## src/rtl/sha2_msg_loader.sv

```systemverilog
// ---------------------------------------------------------------------------
// sha2_msg_loader
//
// Upstream feeder for a single-block SHA-256 wrapper. Collects a byte-granular
// message arriving as 32-bit beats, packs it right-aligned into a 448-bit
// buffer, tracks its length in bits, issues a one-cycle start command to the
// wrapper and follows the wrapper status through busy to done. Messages that
// would not fit one 512-bit block are rejected; a wrapper that never reports
// busy is abandoned after BUSY_TIMEOUT cycles.
//
// Ports
//   clock        in   single clock, rising edge
//   reset_n      in   asynchronous active-low reset
//   wr_valid     in   beat valid
//   wr_ready     out  beat can be accepted (IDLE and DRAIN)
//   wr_data      in   beat bytes, first byte in [31:24]
//   wr_bytes     in   valid bytes in the beat (0..4), from the MSB end
//   wr_last      in   final beat of the message
//   sha2CSR_i    in   wrapper status: 3'b010 busy, 3'b001 done
//   plaintext    out  message, right-aligned (last byte in [7:0])
//   messageSize  out  message length in bits
//   sha2CSR      out  wrapper command, bit 2 = start
//   done         out  one-cycle pulse on hash completion
//   error        out  one-cycle pulse on rejected message or busy timeout
//   busy         out  high whenever the loader is not IDLE
// ---------------------------------------------------------------------------
module sha2_msg_loader #(
    parameter int unsigned MAX_BYTES    = 55,
    parameter int unsigned BUSY_TIMEOUT = 32
) (
    input  logic         clock,
    input  logic         reset_n,
    input  logic         wr_valid,
    output logic         wr_ready,
    input  logic [31:0]  wr_data,
    input  logic [2:0]   wr_bytes,
    input  logic         wr_last,
    input  logic [2:0]   sha2CSR_i,
    output logic [447:0] plaintext,
    output logic [63:0]  messageSize,
    output logic [2:0]   sha2CSR,
    output logic         done,
    output logic         error,
    output logic         busy
);

    typedef enum logic [2:0] {
        S_IDLE,
        S_DRAIN,
        S_START,
        S_WAIT_BUSY,
        S_WAIT_DONE
    } state_t;

    localparam int unsigned CNT_W = $clog2(MAX_BYTES + 1);
    localparam int unsigned TMR_W = $clog2(BUSY_TIMEOUT + 1);

    localparam logic [CNT_W:0] MAX_CNT   = (CNT_W + 1)'(MAX_BYTES);
    localparam logic [2:0]     CSR_BUSY  = 3'b010;
    localparam logic [2:0]     CSR_DONE  = 3'b001;
    localparam logic [2:0]     CMD_START = 3'b100;

    state_t             state;
    logic [CNT_W-1:0]   byte_cnt;
    logic [TMR_W-1:0]   timer;

    logic               accept;
    logic [CNT_W:0]     sum_cnt;     // one spare bit so an overflow is visible
    logic [31:0]        beat_bits;   // beat's valid bytes, right-aligned
    logic [447:0]       shifted;
    logic [63:0]        next_size;
    logic               beat_legal;

    assign accept = wr_valid & wr_ready;

    // NOTE: every signal assigned in always_comb gets a default at the top, so
    // no path leaves it unassigned and no latch is inferred.
    always_comb begin
        sum_cnt    = {1'b0, byte_cnt} + (CNT_W + 1)'(wr_bytes);
        beat_bits  = '0;
        beat_legal = 1'b0;

        case (wr_bytes)
            3'd1:    beat_bits = {24'h0, wr_data[31:24]};
            3'd2:    beat_bits = {16'h0, wr_data[31:16]};
            3'd3:    beat_bits = {8'h0,  wr_data[31:8]};
            3'd4:    beat_bits = wr_data;
            default: beat_bits = '0;
        endcase

        shifted   = (plaintext << {wr_bytes, 3'b000}) | {416'h0, beat_bits};
        next_size = 64'(sum_cnt) << 3;

        // Only the final beat may be short. A zero-byte beat is only meaningful
        // as the sole beat of an empty message; since every earlier beat
        // carries four bytes, "first beat" is the same as byte_cnt == 0.
        if (wr_bytes > 3'd4) begin
            beat_legal = 1'b0;
        end else if (sum_cnt > MAX_CNT) begin
            beat_legal = 1'b0;
        end else if (wr_last) begin
            beat_legal = (wr_bytes != 3'd0) || (byte_cnt == '0);
        end else begin
            beat_legal = (wr_bytes == 3'd4);
        end
    end

    // NOTE: sequential state uses non-blocking assignments only, so every
    // register here sees the pre-edge value of every other register.
    always_ff @(posedge clock or negedge reset_n) begin
        if (!reset_n) begin
            // NOTE: the wide message buffer is reset too; it drives the
            // wrapper's data inputs directly and must not come up as garbage.
            state       <= S_IDLE;
            byte_cnt    <= '0;
            timer       <= '0;
            plaintext   <= '0;
            messageSize <= '0;
            sha2CSR     <= 3'b000;
            done        <= 1'b0;
            error       <= 1'b0;
            busy        <= 1'b0;
            wr_ready    <= 1'b1;
        end else begin
            // Pulsed outputs fall back to zero unless a branch raises them.
            done    <= 1'b0;
            error   <= 1'b0;
            sha2CSR <= 3'b000;

            case (state)
                S_IDLE: begin
                    if (accept) begin
                        if (beat_legal) begin
                            plaintext   <= shifted;
                            byte_cnt    <= sum_cnt[CNT_W-1:0];
                            messageSize <= next_size;
                            if (wr_last) begin
                                state    <= S_START;
                                sha2CSR  <= CMD_START;
                                wr_ready <= 1'b0;
                                busy     <= 1'b1;
                            end
                        end else if (wr_last) begin
                            error       <= 1'b1;
                            plaintext   <= '0;
                            messageSize <= '0;
                            byte_cnt    <= '0;
                        end else begin
                            // Swallow the rest of the bad message before
                            // reporting it, so its tail is not taken as a
                            // new message.
                            state <= S_DRAIN;
                            busy  <= 1'b1;
                        end
                    end
                end

                S_DRAIN: begin
                    if (accept && wr_last) begin
                        state       <= S_IDLE;
                        error       <= 1'b1;
                        busy        <= 1'b0;
                        plaintext   <= '0;
                        messageSize <= '0;
                        byte_cnt    <= '0;
                    end
                end

                S_START: begin
                    state <= S_WAIT_BUSY;
                    timer <= TMR_W'(BUSY_TIMEOUT - 1);
                end

                S_WAIT_BUSY: begin
                    // A leftover done status from the previous hash is not
                    // busy, so it simply lets the timer run.
                    if (sha2CSR_i == CSR_BUSY) begin
                        state <= S_WAIT_DONE;
                    end else if (timer == '0) begin
                        state       <= S_IDLE;
                        error       <= 1'b1;
                        busy        <= 1'b0;
                        wr_ready    <= 1'b1;
                        plaintext   <= '0;
                        messageSize <= '0;
                        byte_cnt    <= '0;
                    end else begin
                        timer <= timer - TMR_W'(1);
                    end
                end

                S_WAIT_DONE: begin
                    if (sha2CSR_i == CSR_DONE) begin
                        state       <= S_IDLE;
                        done        <= 1'b1;
                        busy        <= 1'b0;
                        wr_ready    <= 1'b1;
                        plaintext   <= '0;
                        messageSize <= '0;
                        byte_cnt    <= '0;
                    end
                end

                default: begin
                    state    <= S_IDLE;
                    busy     <= 1'b0;
                    wr_ready <= 1'b1;
                end
            endcase
        end
    end

endmodule
```

## config.mk

```make
export PLATFORM = sky130hd
export DESIGN_NAME = sha2_msg_loader
export DESIGN_NICKNAME = d
export VERILOG_FILES = /design/src/rtl/sha2_msg_loader.sv
export SDC_FILE = /design/constraint.sdc
export NUM_CORES = 2
export LEC_CHECK = 0
export ABC_AREA = 1
export BUFFER_PORTS_ARGS = -buffer_cell sky130_fd_sc_hd__buf_2
export CORE_AREA = 2 2 269 271
export DETAILED_ROUTE_END_ITERATION = 10
export DIE_AREA = 0 0 271 273
export PLACE_DENSITY_LB_ADDON = 0.1
export RECOVER_POWER = 50
export SYNTH_ARGS = -nofsm -noshare
export SYNTH_HDL_FRONTEND = slang
export SYNTH_SLANG_ARGS = --single-unit
```

## constraint.sdc

```tcl
create_clock -name clock -period 7.4 [get_ports clock]
set_input_delay 1.48 -clock clock [delete_from_list [all_inputs] [get_ports clock]]
set_output_delay 1.48 -clock clock [all_outputs]
set_load 0.02 [all_outputs]
```

==> results.md <==
* Post-synth top cells: nand2_1 (1583), o21ai_0 (562), dfrtp_1 (468)
* Post-CTS Resized at 0
* Chip width at 271 um
* Die footprint at 0.0740 mm2
* Count leader, synth: nand2_1
* Max-cap violations at 4
* Req. time, crit path at 7.15 ns
* Slew Viols, Final at 316
* Synth top area share at 33.2%
* Worst Skew at 0.0126 ns
* Initial DRC Count at 4654
* Status: complete, but fails checks
* Final period utilization at 72.8%
* Via density at 5.75
* Clk buf depth at 3
* Final setup viols at 0
* Final hold vios at 0
* Placement Cell Area at 0.0371 mm2
* Fin area at 0.0386 mm2
* CP Capture Type: asynchronous set/reset pin
* DRC Markers at 0
* Sequential share of the synthesized area at 33.2%
* Post-layout minimum cycle time at 5.39 ns
* Slowest CP cell: clkbuf_2
* Routed WL at 134000 um
* Top delay family on crit path: buffers and inverters
* RSZ-0062 raised after global routing: no
* Post-route insts no fill at 6166
* #FFs+latches synth at 469
* Main area contributors after synthesis: dfrtp_1 (33%), nand2_1 (17%), mux2i_1 (8.7%)
* Fin util at 54.4%
* Pre-Repair DR Iteration Count at 6
* Final Power at 0.0172 W
* Worst-path maximum fanout at 149
* Clock Sinks at 469
* Grt ovf at 0
* Vias in the first global route at 31977
* Power per cell area at 446 mW/mm2
* Hold-critical path depth at 2
* Pin count of the biggest net entering global routing at 202
* Synth Flop Type: dfrtp_1
* Htree depth at 2
* Area Growth Syn to Fin at 9.31%
* CP max stage delay at 2.84 ns
* Synth unique cells at 50
* Detailed Place HPWL at 92300 um
* Setup tns final at 0 ns
* # nets final at 5222
* Crit path buf inv count at 2
* Root Driver: clkbuf_16
* Initial antenna violation count at 2
* Max Clk Rate at 186 MHz
* Clk_lat worst skew at 0.63 ns
* Pleak at 18.2 nW
* EDFF count, synth at 0
* IO buf count at 501
* Synth async-reset ratio at 100%
* CTS Buf Count at 57
* Post-synthesis cell count at 4973
* Synth Cell Area at 0.0353 mm2
* Die outline height at 273 um
* Clk slew on worst S/H paths at 0.06 ns
* Cell Rows at 98
* Failing checks: capacitance limit, slew limit
* Min-Delay Path Class: reg -> reg
* GRT Overall Usage at 34.6%
* I/O pins at 561
* Worst-Margin Slew at 4.19 ns
* Post-DR wirelength/cell at 21.8 um
* CP Depth at 2
* Max IR drop VDD at 0.000248 V
* Crit start category: input pin
* Syn avg cell area at 7.10 um2
* First-pass GRT wire length at 200000 um
* FF-to-FF path depth at 12
* ANT nets after route at 0
* YS warnings at 0
* WS Path Type: in -> async
* GP Congestion at 0.948
* Area leader, netlist: dfrtp_1
* Initial Util at 49.8%
* Worst-path cell chain: buf_8 -> clkbuf_2
* Core area at 0.0710 mm2
* Relative slew slack at -180%
* Data arrival, critical path at 5.14 ns
* Post CTS Setup Buffer Count at 0
* CTS tree: yes
* Hold buffers post-CTS at 0
* Vias after detailed routing at 35439
* Layout cells sized above 1 at 17.1%
* Placed cell count at 6066
## report_power, final
part / leakage, nW / internal (W) / switching (W)
clock: 0.889 / 0.00163 / 0.00120
combinational: 10.9 / 0.00259 / 0.00685
sequential: 6.41 / 0.00359 / 0.00137
total: 18.2 / 0.00781 / 0.00942
## worst paths after layout
kind / start / slack, ns / endpoint
max in group clock: wr_bytes[2] / 2.60 / plaintext[346]$_DFFE_PN0P_
worst max-delay path: reset_n / 2.01 / sha2CSR[2]$_DFF_PN0_
min in group asynchronous: reset_n / 0.85 / plaintext[194]$_DFFE_PN0P_
worst min-delay path: plaintext[440]$_DFFE_PN0P_ / 0.48 / plaintext[440]$_DFFE_PN0P_
worst min register to register: plaintext[440]$_DFFE_PN0P_ / 0.48 / plaintext[440]$_DFFE_PN0P_
worst max register to register: byte_cnt[0]$_DFFE_PN0P_ / 3.71 / plaintext[346]$_DFFE_PN0P_
## stage by stage
step	setup WS [ns]	hold slack [ns]
final	2.01	0.485
after global routing	1.24	0.523
after CTS	2.77	0.485
after detailed placement	2.11	0.469
after global placement	2.21	0.465
after floorplan	3.94	0.459
## metal layers
layer | vias to the layer above | wire length, um | global-route usage (%)
li1 | 16752 | - | -
met1 | 16717 | 55400 | 48.6
met2 | 1725 | 61100 | 53.3
met3 | 241 | 12500 | 6.07
met4 | 4 | 5520 | 12.8
met5 | - | 29 | 0
## state kept, by name (all words and copies together) (netlist names)
signal,cells
wr_ready,1
messageSize,2
sha2CSR,1
error,1
done,1
timer,6
byte_cnt,5
busy,1
plaintext,448
state,3
## logic make-up (layout without fill, tap and decap cells)
logic type / count (synthesis) / in the layout / synth area share, %
and+or+nand+nor: 2290 / 2290 / 27.8
DFF: 469 / 469 / 33.2
muxes: 307 / 307 / 8.70
AOI/OAI and AO/OA: 1101 / 1101 / 18.7
buffers and inverters: 800 / 984 / 11.4
other: 1 / 60 / 0.0106
adders and majority gates: 5 / 5 / 0.198
## cell type report
class	count	area [um2]
fill	7170	32400
multi-input combinational	3762	19800
sequential	469	11700
timing repair buffer	541	2760
clock buffer	94	1760
inverter	344	1310
tap	950	1190
clock inverter	5	53.8
antenna	1	2.50
## layout by cell type (no fill, tap or decap), types with 2 or more instances in the layout
master,Yosys,layout
o221ai_1,8,8
ha_1,4,4
a221oi_1,3,3
o2111ai_1,4,4
buf_12,23,16
buf_4,77,20
inv_1,334,334
nand2_2,232,232
dfrtp_1,468,468
clkbuf_16,0,59
nand4_1,16,16
buf_8,7,4
a22oi_1,9,9
buf_2,131,275
nor2_4,4,4
o22ai_1,62,62
o21ai_2,242,242
inv_2,9,7
nor3_1,4,4
clkinv_2,0,3
mux2i_1,307,307
clkbuf_1,170,245
o21ai_1,166,166
nand2_1,1583,1583
and2_1,2,2
clkbuf_8,0,15
nand3_1,406,406
o21ai_0,562,562
nor2_2,2,2
inv_8,0,2
nor2_1,34,34
a21oi_1,36,36
conb_1,1,59
a31oi_1,2,2
(Power assumes the default switching activity.)
